$ cat src/rtl/fsm_ctx_pkg.sv
// Shared types and next-state/output functions for the "101" Moore detector.
// The same functions are used by the standalone detector and by the
// context-switched scheduler, so both step the machine identically.
package fsm_ctx_pkg;

  typedef enum logic [1:0] {ST_A = 2'd0, ST_B = 2'd1, ST_C = 2'd2, ST_D = 2'd3} state_t;

  // Next state for one input bit. The default arm treats any unexpected
  // value as A, so a corrupted context recovers on its next step.
  function automatic state_t fsm_next(input state_t s, input logic b);
    case (s)
      ST_A:    return b ? ST_B : ST_A;
      ST_B:    return b ? ST_B : ST_C;
      ST_C:    return b ? ST_D : ST_A;
      ST_D:    return b ? ST_B : ST_C;
      default: return b ? ST_B : ST_A;
    endcase
  endfunction

  // Moore output: high only in D.
  function automatic logic fsm_out(input state_t s);
    return (s == ST_D);
  endfunction

endpackage

$ cat src/rtl/fsm_ctx_scheduler_if.sv
// Request/grant/result bundle between the per-channel serial front-ends
// (master) and the context scheduler (slave).
//   req, bit_in, clr : per-channel request, offered bit, context clear
//   gnt              : one-hot grant, combinational
//   res_valid/ch/match : registered result, one per grant
interface fsm_ctx_scheduler_if #(
  parameter int NUM_CH = 4
);
  localparam int CH_W = $clog2(NUM_CH);

  logic [NUM_CH-1:0] req;
  logic [NUM_CH-1:0] bit_in;
  logic [NUM_CH-1:0] clr;
  logic [NUM_CH-1:0] gnt;
  logic              res_valid;
  logic [CH_W-1:0]   res_ch;
  logic              res_match;

  modport master (
    output req, bit_in, clr,
    input  gnt, res_valid, res_ch, res_match
  );

  modport slave (
    input  req, bit_in, clr,
    output gnt, res_valid, res_ch, res_match
  );

endinterface

$ cat src/rtl/fsm_ctx_scheduler_rr_arbiter.sv
// Round-robin arbiter over N eligible requesters.
//   clk, areset  : clock, async active-high reset (rr_ptr -> 0, gnt forced 0)
//   elig         : per-requester eligibility
//   grant_accept : lets rr_ptr advance past the granted index
//   gnt          : one-hot grant (combinational from elig and rr_ptr)
//   gnt_idx      : binary index of the granted requester
//   gnt_any      : some requester is granted
module rr_arbiter #(
  parameter  int N = 4,
  localparam int W = $clog2(N)
) (
  input  logic         clk,
  input  logic         areset,
  input  logic [N-1:0] elig,
  input  logic         grant_accept,
  output logic [N-1:0] gnt,
  output logic [W-1:0] gnt_idx,
  output logic         gnt_any
);

  logic [W-1:0] rr_ptr;
  logic [W:0]   sum;
  logic [W-1:0] idx;

  // Scan N positions starting at rr_ptr; the extra bit in sum lets the
  // wrap be a single conditional subtract, valid for non-power-of-2 N.
  always_comb begin
    gnt     = '0;
    gnt_idx = '0;
    gnt_any = 1'b0;
    sum     = '0;
    idx     = '0;
    if (!areset) begin
      for (int k = 0; k < N; k++) begin
        sum = {1'b0, rr_ptr} + (W+1)'(k);
        if (sum >= (W+1)'(N)) sum = sum - (W+1)'(N);
        idx = sum[W-1:0];
        if (!gnt_any && elig[idx]) begin
          gnt[idx] = 1'b1;
          gnt_idx  = idx;
          gnt_any  = 1'b1;
        end
      end
    end
  end

  always_ff @(posedge clk or posedge areset) begin
    if (areset)
      rr_ptr <= '0;
    else if (gnt_any && grant_accept)
      rr_ptr <= (gnt_idx == W'(N-1)) ? '0 : gnt_idx + 1'b1;
  end

endmodule

$ cat src/rtl/fsm_ctx_scheduler.sv
// Time-shares one "101" Moore detector across NUM_CH serial streams.
// One 2-bit context per channel; the round-robin winner's context is stepped
// with its offered bit and written back, and the new Moore output is
// reported one cycle later.
//   clk, areset : clock, async active-high reset
//   bus (slave) : req/bit_in/clr in, gnt out (comb), res_valid/res_ch/res_match out (reg)
module fsm_ctx_scheduler
  import fsm_ctx_pkg::*;
#(
  parameter  int NUM_CH = 4,
  localparam int CH_W   = $clog2(NUM_CH)
) (
  input  logic clk,
  input  logic areset,
  fsm_ctx_scheduler_if.slave bus
);

  logic [NUM_CH-1:0] elig;
  logic [NUM_CH-1:0] gnt;
  logic [CH_W-1:0]   gnt_idx;
  logic              gnt_any;
  state_t            ctx [NUM_CH];
  state_t            sel_cur;
  state_t            sel_next;
  logic              sel_bit;

  // A clear on a channel masks its request so the bit is not consumed
  // while the context is being forced to A.
  assign elig = bus.req & ~bus.clr;

  rr_arbiter #(.N(NUM_CH)) u_arb (
    .clk          (clk),
    .areset       (areset),
    .elig         (elig),
    .grant_accept (1'b1),
    .gnt          (gnt),
    .gnt_idx      (gnt_idx),
    .gnt_any      (gnt_any)
  );

  assign bus.gnt = gnt;

  // One-hot mux of the granted channel's context and bit into the shared
  // datapath; avoids indexing ctx with a binary value that could exceed
  // NUM_CH-1 for non-power-of-2 sizes.
  always_comb begin
    sel_cur = ST_A;
    sel_bit = 1'b0;
    for (int i = 0; i < NUM_CH; i++) begin
      if (gnt[i]) begin
        sel_cur = ctx[i];
        sel_bit = bus.bit_in[i];
      end
    end
    sel_next = fsm_next(sel_cur, sel_bit);
  end

  always_ff @(posedge clk or posedge areset) begin
    if (areset) begin
      for (int i = 0; i < NUM_CH; i++) ctx[i] <= ST_A;
    end else begin
      for (int i = 0; i < NUM_CH; i++) begin
        if (bus.clr[i])
          ctx[i] <= ST_A;
        else if (gnt[i])
          ctx[i] <= sel_next;
      end
    end
  end

  // Result register: res_ch/res_match hold when nothing is granted.
  always_ff @(posedge clk or posedge areset) begin
    if (areset) begin
      bus.res_valid <= 1'b0;
      bus.res_ch    <= '0;
      bus.res_match <= 1'b0;
    end else if (gnt_any) begin
      bus.res_valid <= 1'b1;
      bus.res_ch    <= gnt_idx;
      bus.res_match <= fsm_out(sel_next);
    end else begin
      bus.res_valid <= 1'b0;
    end
  end

endmodule

$ cat src/flat_wrapper.sv
// flat-port wrapper written by rule: the top's interface ports become plain ports
module fsm_ctx_scheduler_flat import fsm_ctx_pkg::*;
#(
  parameter  int NUM_CH = 4,
  localparam int CH_W   = $clog2(NUM_CH)
)
  (clk, areset, bus_req, bus_bit_in, bus_clr, bus_gnt, bus_res_valid, bus_res_ch, bus_res_match);
  fsm_ctx_scheduler_if #(.NUM_CH(NUM_CH)) bus_i ();
  input  logic clk;
  input  logic areset;
  input wire logic [$bits(bus_i.req)-1:0] bus_req;
  input wire logic [$bits(bus_i.bit_in)-1:0] bus_bit_in;
  input wire logic [$bits(bus_i.clr)-1:0] bus_clr;
  output wire logic [$bits(bus_i.gnt)-1:0] bus_gnt;
  output wire logic [$bits(bus_i.res_valid)-1:0] bus_res_valid;
  output wire logic [$bits(bus_i.res_ch)-1:0] bus_res_ch;
  output wire logic [$bits(bus_i.res_match)-1:0] bus_res_match;
  assign bus_i.req = bus_req;
  assign bus_i.bit_in = bus_bit_in;
  assign bus_i.clr = bus_clr;
  assign bus_gnt = bus_i.gnt;
  assign bus_res_valid = bus_i.res_valid;
  assign bus_res_ch = bus_i.res_ch;
  assign bus_res_match = bus_i.res_match;
  fsm_ctx_scheduler #(.NUM_CH(NUM_CH)) u_core (.clk(clk), .areset(areset), .bus(bus_i));
endmodule
$ cat config.mk
export PLATFORM = sky130hd
export DESIGN_NAME = fsm_ctx_scheduler_flat
export DESIGN_NICKNAME = d
export VERILOG_FILES = /design/src/rtl/fsm_ctx_pkg.sv /design/src/rtl/fsm_ctx_scheduler_if.sv /design/src/rtl/fsm_ctx_scheduler_rr_arbiter.sv /design/src/rtl/fsm_ctx_scheduler.sv /design/src/flat_wrapper.sv
export SDC_FILE = /design/constraint.sdc
export NUM_CORES = 1
export LEC_CHECK = 0
export BUFFER_PORTS_ARGS = -buffer_cell sky130_fd_sc_hd__buf_2
export CAP_MARGIN = 20
export CELL_PAD_IN_SITES_DETAIL_PLACEMENT = 1
export CELL_PAD_IN_SITES_GLOBAL_PLACEMENT = 2
export CORE_ASPECT_RATIO = 1.25
export CORE_MARGIN = 2
export CORE_UTILIZATION = 36
export DETAILED_ROUTE_END_ITERATION = 7
export PLACE_DENSITY_LB_ADDON = 0.1
export SLEW_MARGIN = 20
export SYNTH_ARGS = -nofsm -noshare
export SYNTH_HDL_FRONTEND = slang
export SYNTH_SLANG_ARGS = --single-unit
$ cat constraint.sdc
create_clock -name clk -period 6.7 [get_ports clk]
set_input_delay 0.335 -clock clk [delete_from_list [all_inputs] [get_ports clk]]
set_output_delay 0.335 -clock clk [all_outputs]
set_load 0.02 [all_outputs]
==> results by group, run 1 <==
Power
  • Clk pwr share: 0.181
  • Int Pwr: approximately 0.26 mW
  • NetSw: roughly 0.22 mW
  • PD cells: ~330 nW/µm²
  • Max VDD drop: about 0.14 mV
  • Combinational share of power: 0.554
  • Leakage power: about 0.63 nW
  • Flop pwr share: 0.265
  • Switch share: 0.456
  • Tot Pwr: 0.483 mW

Synth
  • Synth Register Bits: 14
  • Seq/Total Area, Yosys: 0.279
  • Ys flop type: dfrtp_1
  • Unique masters post-synth: 45
  • Area leader, netlist: dfrtp_1
  • Synthesized area: between 1000 and 1500 µm²
  • Synthesized area per cell: around 9.2 µm²
  • Top-count cell post-synth: dfrtp_1
  • Cells after synthesis: about 140
  • Synth area leaders: dfrtp_1 28%, ha_1 9.0%, nand2b_1 4.5%
  • Synthesis Warnings: 0
  • Post-synth top area share: 0.279
  • Post-synth EDFFs: 0
  • Mapped Nets: approximately 160
  • Commonest cells post-synth: 14 x dfrtp_1, 11 x nand2_1, 11 x nor2_1, 9 x ha_1, 9 x nand2b_1
  • Ys async rst share: 1.00

Timing
  • Setup TNS: 0 ns
  • Final Hold Viols: 0
  • Fmax: roughly 260 MHz
  • Worst-margin pin slew: roughly 0.67 ns
  • Slew HR: 0.551
  • RSZ-0062 raised after global routing: no
  • Min Tclk post-route: approximately 3.8 ns
  • Final setup violating endpoints: 0
  • Clock Skews: 0.00606 ns
  • Period utilization: 0.574
  • Max-slew violations: 0

GRT
  • First-pass GRT wire length: about 6200 µm
  • Total grt overflow: 0
  • Largest net degree at the start of global routing: 18
  • GRT Util Overall: 0.200
  • Vias in the first global route: 1,270
  • Initial antenna violation count: 0

Floorplanning
  • Die Width: ~57 µm
  • Die ar.: 3980 µm²
  • Die height: between 70 and 80 µm
  • Rows: 24
  • Core area: 3420 µm²
  • Num ports: 22
  • Initial Utilization: 0.367

Clocking
  • Clock slew at reported path FFs: approximately 0.07 ns
  • Total CTS buffers: 3
  • CTS tree: built
  • Sink Count: 14
  • Hold buffer count at CTS: 0
  • CTS max path bufs: 2
  • CTS Root Cell: clkbuf_8
  • Worst-skew pair later-pin latency: 0.26 ns
  • Post-CTS sizing: 0
  • Post-CTS Setup Bufs: 0
  • H-Tree Depth: 1

Worst setup path
  • Critical R2R Launch: u_core.u_arb.rr_ptr[0]$_DFFE_PP0P_
  • Critical path peak fanout: 15
  • Crit path from: u_core.u_arb.rr_ptr[0]$_DFFE_PP0P_
  • Slowest cell on crit path: dfrtp_1
  • CP top delay family: compound AO/OA/AOI/OAI gates
  • WP buf/inv: 1
  • Slowest stage delay, CP: about 0.65 ns
  • Crit path required time: 6.86 ns
  • CP Cell Sequence: inv_2 > ha_1 > mux4_2 > nor2_4 > a22oi_1 > a31oi_2 > mux2_2 > a31oi_1 > nand2b_1 > a311oi_1
  • Crit end category: flop
  • Worst setup SP type: flop
  • Worst EP arrival: 4.00 ns
  • Critical path class: flop to flop

Run
  • Maxcap violations: 0

Cells and area
  • # diodes: 0
  • Final Cell Area: between 1000 and 1500 µm²
  • FILL cells: 430
  • Share of post-route cells with drive strength above 1: 0.252
  • Nets: 183
  • Layout area overhead: 15.9%

Route
  • 1st-pass router iterations: 5
  • Drt first-iter violations: 34
  • Via density: 6.01
  • Final ANT Viol Nets: 0
  • Vias: 1,189
  • WL/cell: roughly 19 µm
  • Final wirelength: ~3700 µm
  • Drt drc: 0

Placed design
  • Gpl congestion: ~0.8
  • Post-DP Area: approximately 1400 µm²
  • Number of I/O port buffers: 21
  • Detailed Place HPWL: about 2900 µm

Min path
  • Worst hold start: bus_clr[1]
  • HP Class: input pin to flop

Run status
  • Outcome: finished clean
[worst paths after layout]
path / to / slack [ns] / depth (start not counted)
min in group asynchronous: u_core.ctx[5]$_DFFE_PP0P_ / 0.30 / 2
worst min register to register: u_core.bus.res_ch[0]$_DFFE_PP0P_ / 0.48 / 1
worst max register to register: u_core.ctx[5]$_DFFE_PP0P_ / 2.86 / 10
worst max-delay path: u_core.ctx[5]$_DFFE_PP0P_ / 2.86 / 10
max in group asynchronous: u_core.ctx[4]$_DFFE_PP0P_ / 5.97 / 2
worst min-delay path: u_core.ctx[5]$_DFFE_PP0P_ / 0.29 / 2
[logic make-up (layout without fill, tap and decap cells)]
family | Yosys count | in the layout | synth area share
AOI/OAI and AO/OA | 37 | 37 | 0.269
adders and majority gates | 9 | 9 | 0.0896
buffers and inverters | 11 | 34 | 0.0368
DFF | 14 | 14 | 0.279
muxes | 4 | 4 | 0.0528
and+or+nand+nor | 61 | 61 | 0.273
[stage by stage]
stage / cells / setup slack, ns / util / hold WS (ns)
floorplan: 136 / 3.46 / - / 0.398
global placement: 194 / 3.01 / 0.409 / 0.458
detailed placement: 194 / 2.89 / 0.409 / 0.465
CTS: 198 / 2.86 / 0.425 / 0.278
global route: 198 / 2.55 / 0.425 / 0.281
finish: 198 / 2.86 / 0.425 / 0.288
[worst reg2reg max path, cell delays in order, from the launching register on]
cell	delay, ns
dfrtp_1	0.65
inv_2	0.21
ha_1	0.46
mux4_2	0.62
nor2_4	0.20
a22oi_1	0.10
a31oi_2	0.48
mux2_2	0.41
a31oi_1	0.19
nand2b_1	0.15
a311oi_1	0.28
[flip-flops by register name (all words and copies together) (netlist names)]
name and cells:
u_core.bus.res_valid 1, u_core.bus.res_ch 2, u_core.ctx 8, u_core.bus.res_match 1, u_core.u_arb.rr_ptr 2
[placed cells by master (no fill, tap or decap), types with 2 or more instances in the layout]
cell type,count
clkbuf_8,4
nand4_1,5
o31ai_1,2
o21ai_0,6
mux4_2,2
nor2_1,11
nor4_1,3
a31oi_4,2
nor2b_1,4
buf_2,21
nand3_1,6
a311oi_1,6
nor3_1,2
nand2_1,11
a21oi_1,4
nand2b_1,9
a22oi_1,2
or3b_1,2
ha_1,9
dfrtp_1,14
a21o_1,3
a32oi_1,2
inv_1,7
[metal layers]
layer / vias up / part of all wire / wire (µm) / GRT usage
met2: 26 / 0.51 / 1900 / 0.345
met4: 0 / 0.016 / 58 / 0.0698
met5: - / 0 / 0 / 0
met1: 594 / 0.44 / 1650 / 0.247
li1: 560 / - / - / -
met3: 9 / 0.032 / 120 / 0.0352
[layout make-up]
type	count	area [µm²]	share of cell area
Timing Repair Buffer	22	113	0.0773
Inverter	8	30.0	0.0206
Sequential cell	14	350	0.241
Clock buffer	4	55.1	0.0378
Multi-Input combinational cell	111	860	0.590
Tap cell	39	48.8	0.0335
[power by group through the flow]
| stage | combinational, mW | clock (mW) | sequential, mW |
|---|---|---|---|
| 6_report | 0.267 | 0.0872 | 0.128 |
| 5_1_grt | 0.292 | 0.0935 | 0.133 |
| 4_1_cts | 0.268 | 0.0902 | 0.129 |
| 3_5_place_dp | 0.266 | 0 | 0.131 |
| 3_3_place_gp | 0.261 | 0 | 0.129 |
| 2_1_floorplan | 0.198 | 0 | 0.130 |
(Power assumes the default switching activity.)
==> inputs of run 2 (changes only) <==
--- a/config.mk
+++ b/config.mk
@@ -11,7 +11,7 @@
 export CELL_PAD_IN_SITES_GLOBAL_PLACEMENT = 2
 export CORE_ASPECT_RATIO = 1.25
 export CORE_MARGIN = 2
-export CORE_UTILIZATION = 36
+export CORE_UTILIZATION = 30
 export DETAILED_ROUTE_END_ITERATION = 7
 export PLACE_DENSITY_LB_ADDON = 0.1
 export SLEW_MARGIN = 20
==> constraint.sdc (replaced) <==
create_clock -name clk -period 3.15 [get_ports clk]
set_input_delay 0.1575 -clock clk [delete_from_list [all_inputs] [get_ports clk]]
set_output_delay 0.1575 -clock clk [all_outputs]
set_load 0.02 [all_outputs]
==> run 2 against run 1 <==
  * Final area is 13% higher
  * Via count is 3.5% higher
  * Clock skew is 0.0032 ns lower
  * Non-clock buffer count is 14 higher
  * Critical endpoint is now u_core.ctx[7]$_DFFE_PP0P_
  * Sequential power is 92% higher
  * Die area is 19% higher
  * Wire length is 6.4% higher
  * Register-to-register slack worse by 2.7 ns
  * First-iteration DRC count is 47% lower
  * Setup slack worse by 2.7 ns
==> results by group, run 2 (same netlist as run 1, synthesis figures left out) <==
Power
  • PD cells: roughly 710 nW/µm²
  • Max VDD drop: 0.223 mV
  • Leakage power: 0.723 nW

Cells and area
  • Final core utilization: 0.406
  • Final Cell Area: 1650 µm²
  • Biggest regs: u_core.ctx: 8 flops, u_core.bus.res_ch: 2 flops, u_core.u_arb.rr_ptr: 2 flops
  • Layout area overhead: 31.4%
  • Largest register by flop count: u_core.ctx
  • Highest-count cells in the layout ignoring fill and taps: 21 x buf_2, 15 x buf_4, 14 x dfrtp_1, 11 x nand2_1, 10 x nor2_1
  • Max reg flops: 8
  • Most common cell after layout, fill and taps aside: buf_2
  • # diodes: 0
  • Final Non-Filler Cells: around 230
  • FILL cells: 497
  • Share of post-route cells with drive strength above 1: 0.353
  • Nets: 197

Placed design
  • Number of I/O port buffers: 21
  • Detailed Place HPWL: ~3100 µm
  • Post-Place Cells: 220
  • Post-DP Area: 1500 µm²
  • Gpl congestion: 0.850

Clocking
  • Total CTS buffers: 3
  • Worst-skew pair later-pin latency: 0.25 ns
  • Sink Count: 14
  • Clock slew at reported path FFs: around 0.07 ns
  • CTS tree: built
  • H-Tree Depth: 1
  • CTS max path bufs: 2
  • CTS Root Cell: clkbuf_8

Floorplanning
  • Rows: 26
  • Core area: between 4000 and 5000 µm²
  • Die Width: approximately 62 µm
  • Initial Utilization: 0.309
  • Die height: approximately 76 µm
  • Die ar.: approximately 4700 µm²
  • Num ports: 22

Timing
  • Fmax: between 300 and 400 MHz
  • Max-slew violations: 0
  • Final setup violating endpoints: 0
  • Clock Skews: between 0.002 and 0.003 ns
  • Slew HR: 0.550
  • Period utilization: 0.949
  • Final Hold Viols: 0
  • Worst-margin pin slew: slightly below 0.7 ns
  • Hold slack: ~0.14 ns
  • Min Tclk post-route: 2.99 ns
  • Setup TNS: 0 ns

GRT
  • Vias in the first global route: between 1k and 1.5k
  • GRT Util Overall: 0.180
  • Initial antenna violation count: 0
  • Largest net degree at the start of global routing: 18
  • Total grt overflow: 0
  • First-pass GRT wire length: around 6200 µm

Route
  • Drt drc: 0
  • Final wirelength: between 3000 and 4000 µm
  • 1st-pass router iterations: 4
  • WL/cell: ~17 µm
  • Via density: 5.38
  • Final ANT Viol Nets: 0
  • Vias: 1,231
  • Drt first-iter violations: 18

Run
  • Maxcap violations: 0

Run status
  • Outcome: finished clean

Min path
  • HP Class: input pin to flop

Worst setup path
  • Critical path peak fanout: 8
  • Worst EP arrival: around 3.1 ns
  • Critical path class: flop to flop
  • Worst setup SP type: flop
  • Crit end category: flop
  • Crit path required time: 3.30 ns
[run 2: cell types whose count changed in the layout (fill, tap and decap cells not counted), sizes merged]
cell / change
buf: +14
[run 2: timing repair]
| action | CTS | global route |
|---|---|---|
| resized for setup | 3 | 8 |
| hold buffers | 0 | 0 |
| endpoints found under the setup margin | 1 | 4 |
| pin swaps | 1 | 3 |
| setup buffers | 0 | 5 |
[run 2: worst max-delay path, cell delays in order, from the launching register on]
cell      delay [ns]
dfrtp_1         0.38
inv_2           0.07
ha_4            0.30
nand2b_1        0.11
nor4_1          0.06
o31a_1          0.35
o21ai_0         0.42
a31oi_4         0.24
nor2_2          0.26
a32oi_4         0.16
nand2b_1        0.23
a311oi_2        0.30
[run 2: power breakdown]
group	internal (mW)	total, mW	switching (mW)	leakage (nW)
registers	0.223	0.246	0.0232	0.185
clock network	0.111	0.182	0.0716	0.0288
logic	0.328	0.745	0.417	0.509
[run 2: area by class of cell]
class | count | area, µm² | share of cell area
multi-input combinational | 111 | 927 | 0.562
sequential | 14 | 350 | 0.212
timing repair buffer | 36 | 218 | 0.132
tap | 56 | 70.1 | 0.0425
clock buffer | 4 | 55.1 | 0.0334
inverter | 8 | 30.0 | 0.0182
[run 2: path summary, 6_finish.rpt]
path                                                     to                               start  depth (start not counted)  slack, ns
min in group asynchronous  u_core.bus.res_match$_DFFE_PP0P_                              areset                          2       0.16
hold reg to reg            u_core.bus.res_match$_DFFE_PP0P_    u_core.bus.res_match$_DFFE_PP0P_                          2       0.47
hold / removal                    u_core.ctx[7]$_DFFE_PP0P_                          bus_clr[0]                          2       0.14
max in group asynchronous         u_core.ctx[2]$_DFFE_PP0P_                              areset                          2       2.57
setup / recovery                  u_core.ctx[7]$_DFFE_PP0P_  u_core.u_arb.rr_ptr[0]$_DFFE_PP0P_                         11       0.16
setup reg to reg                  u_core.ctx[7]$_DFFE_PP0P_  u_core.u_arb.rr_ptr[0]$_DFFE_PP0P_                         11       0.16
[run 2: layer usage]
layer	part of all wire	routed length (µm)	global-route usage	vias up
met4	0.0071	28	0.0511	0
met3	0.020	80	0.0204	2
met1	0.43	1710	0.233	616
met5	0	0	0	-
met2	0.54	2150	0.304	22
li1	-	-	-	591
[run 2: metrics by stage]
| stage | power (mW) | worst slack [ns] |
|---|---|---|
| 2_1_floorplan | 0.717 | 0.0625 |
| 3_3_place_gp | 0.905 | 0.0803 |
| 3_5_place_dp | 0.919 | -0.0223 |
| 4_1_cts | 1.12 | 0.0171 |
| 5_1_grt | 1.27 | -0.0116 |
| 6_report | 1.17 | 0.162 |
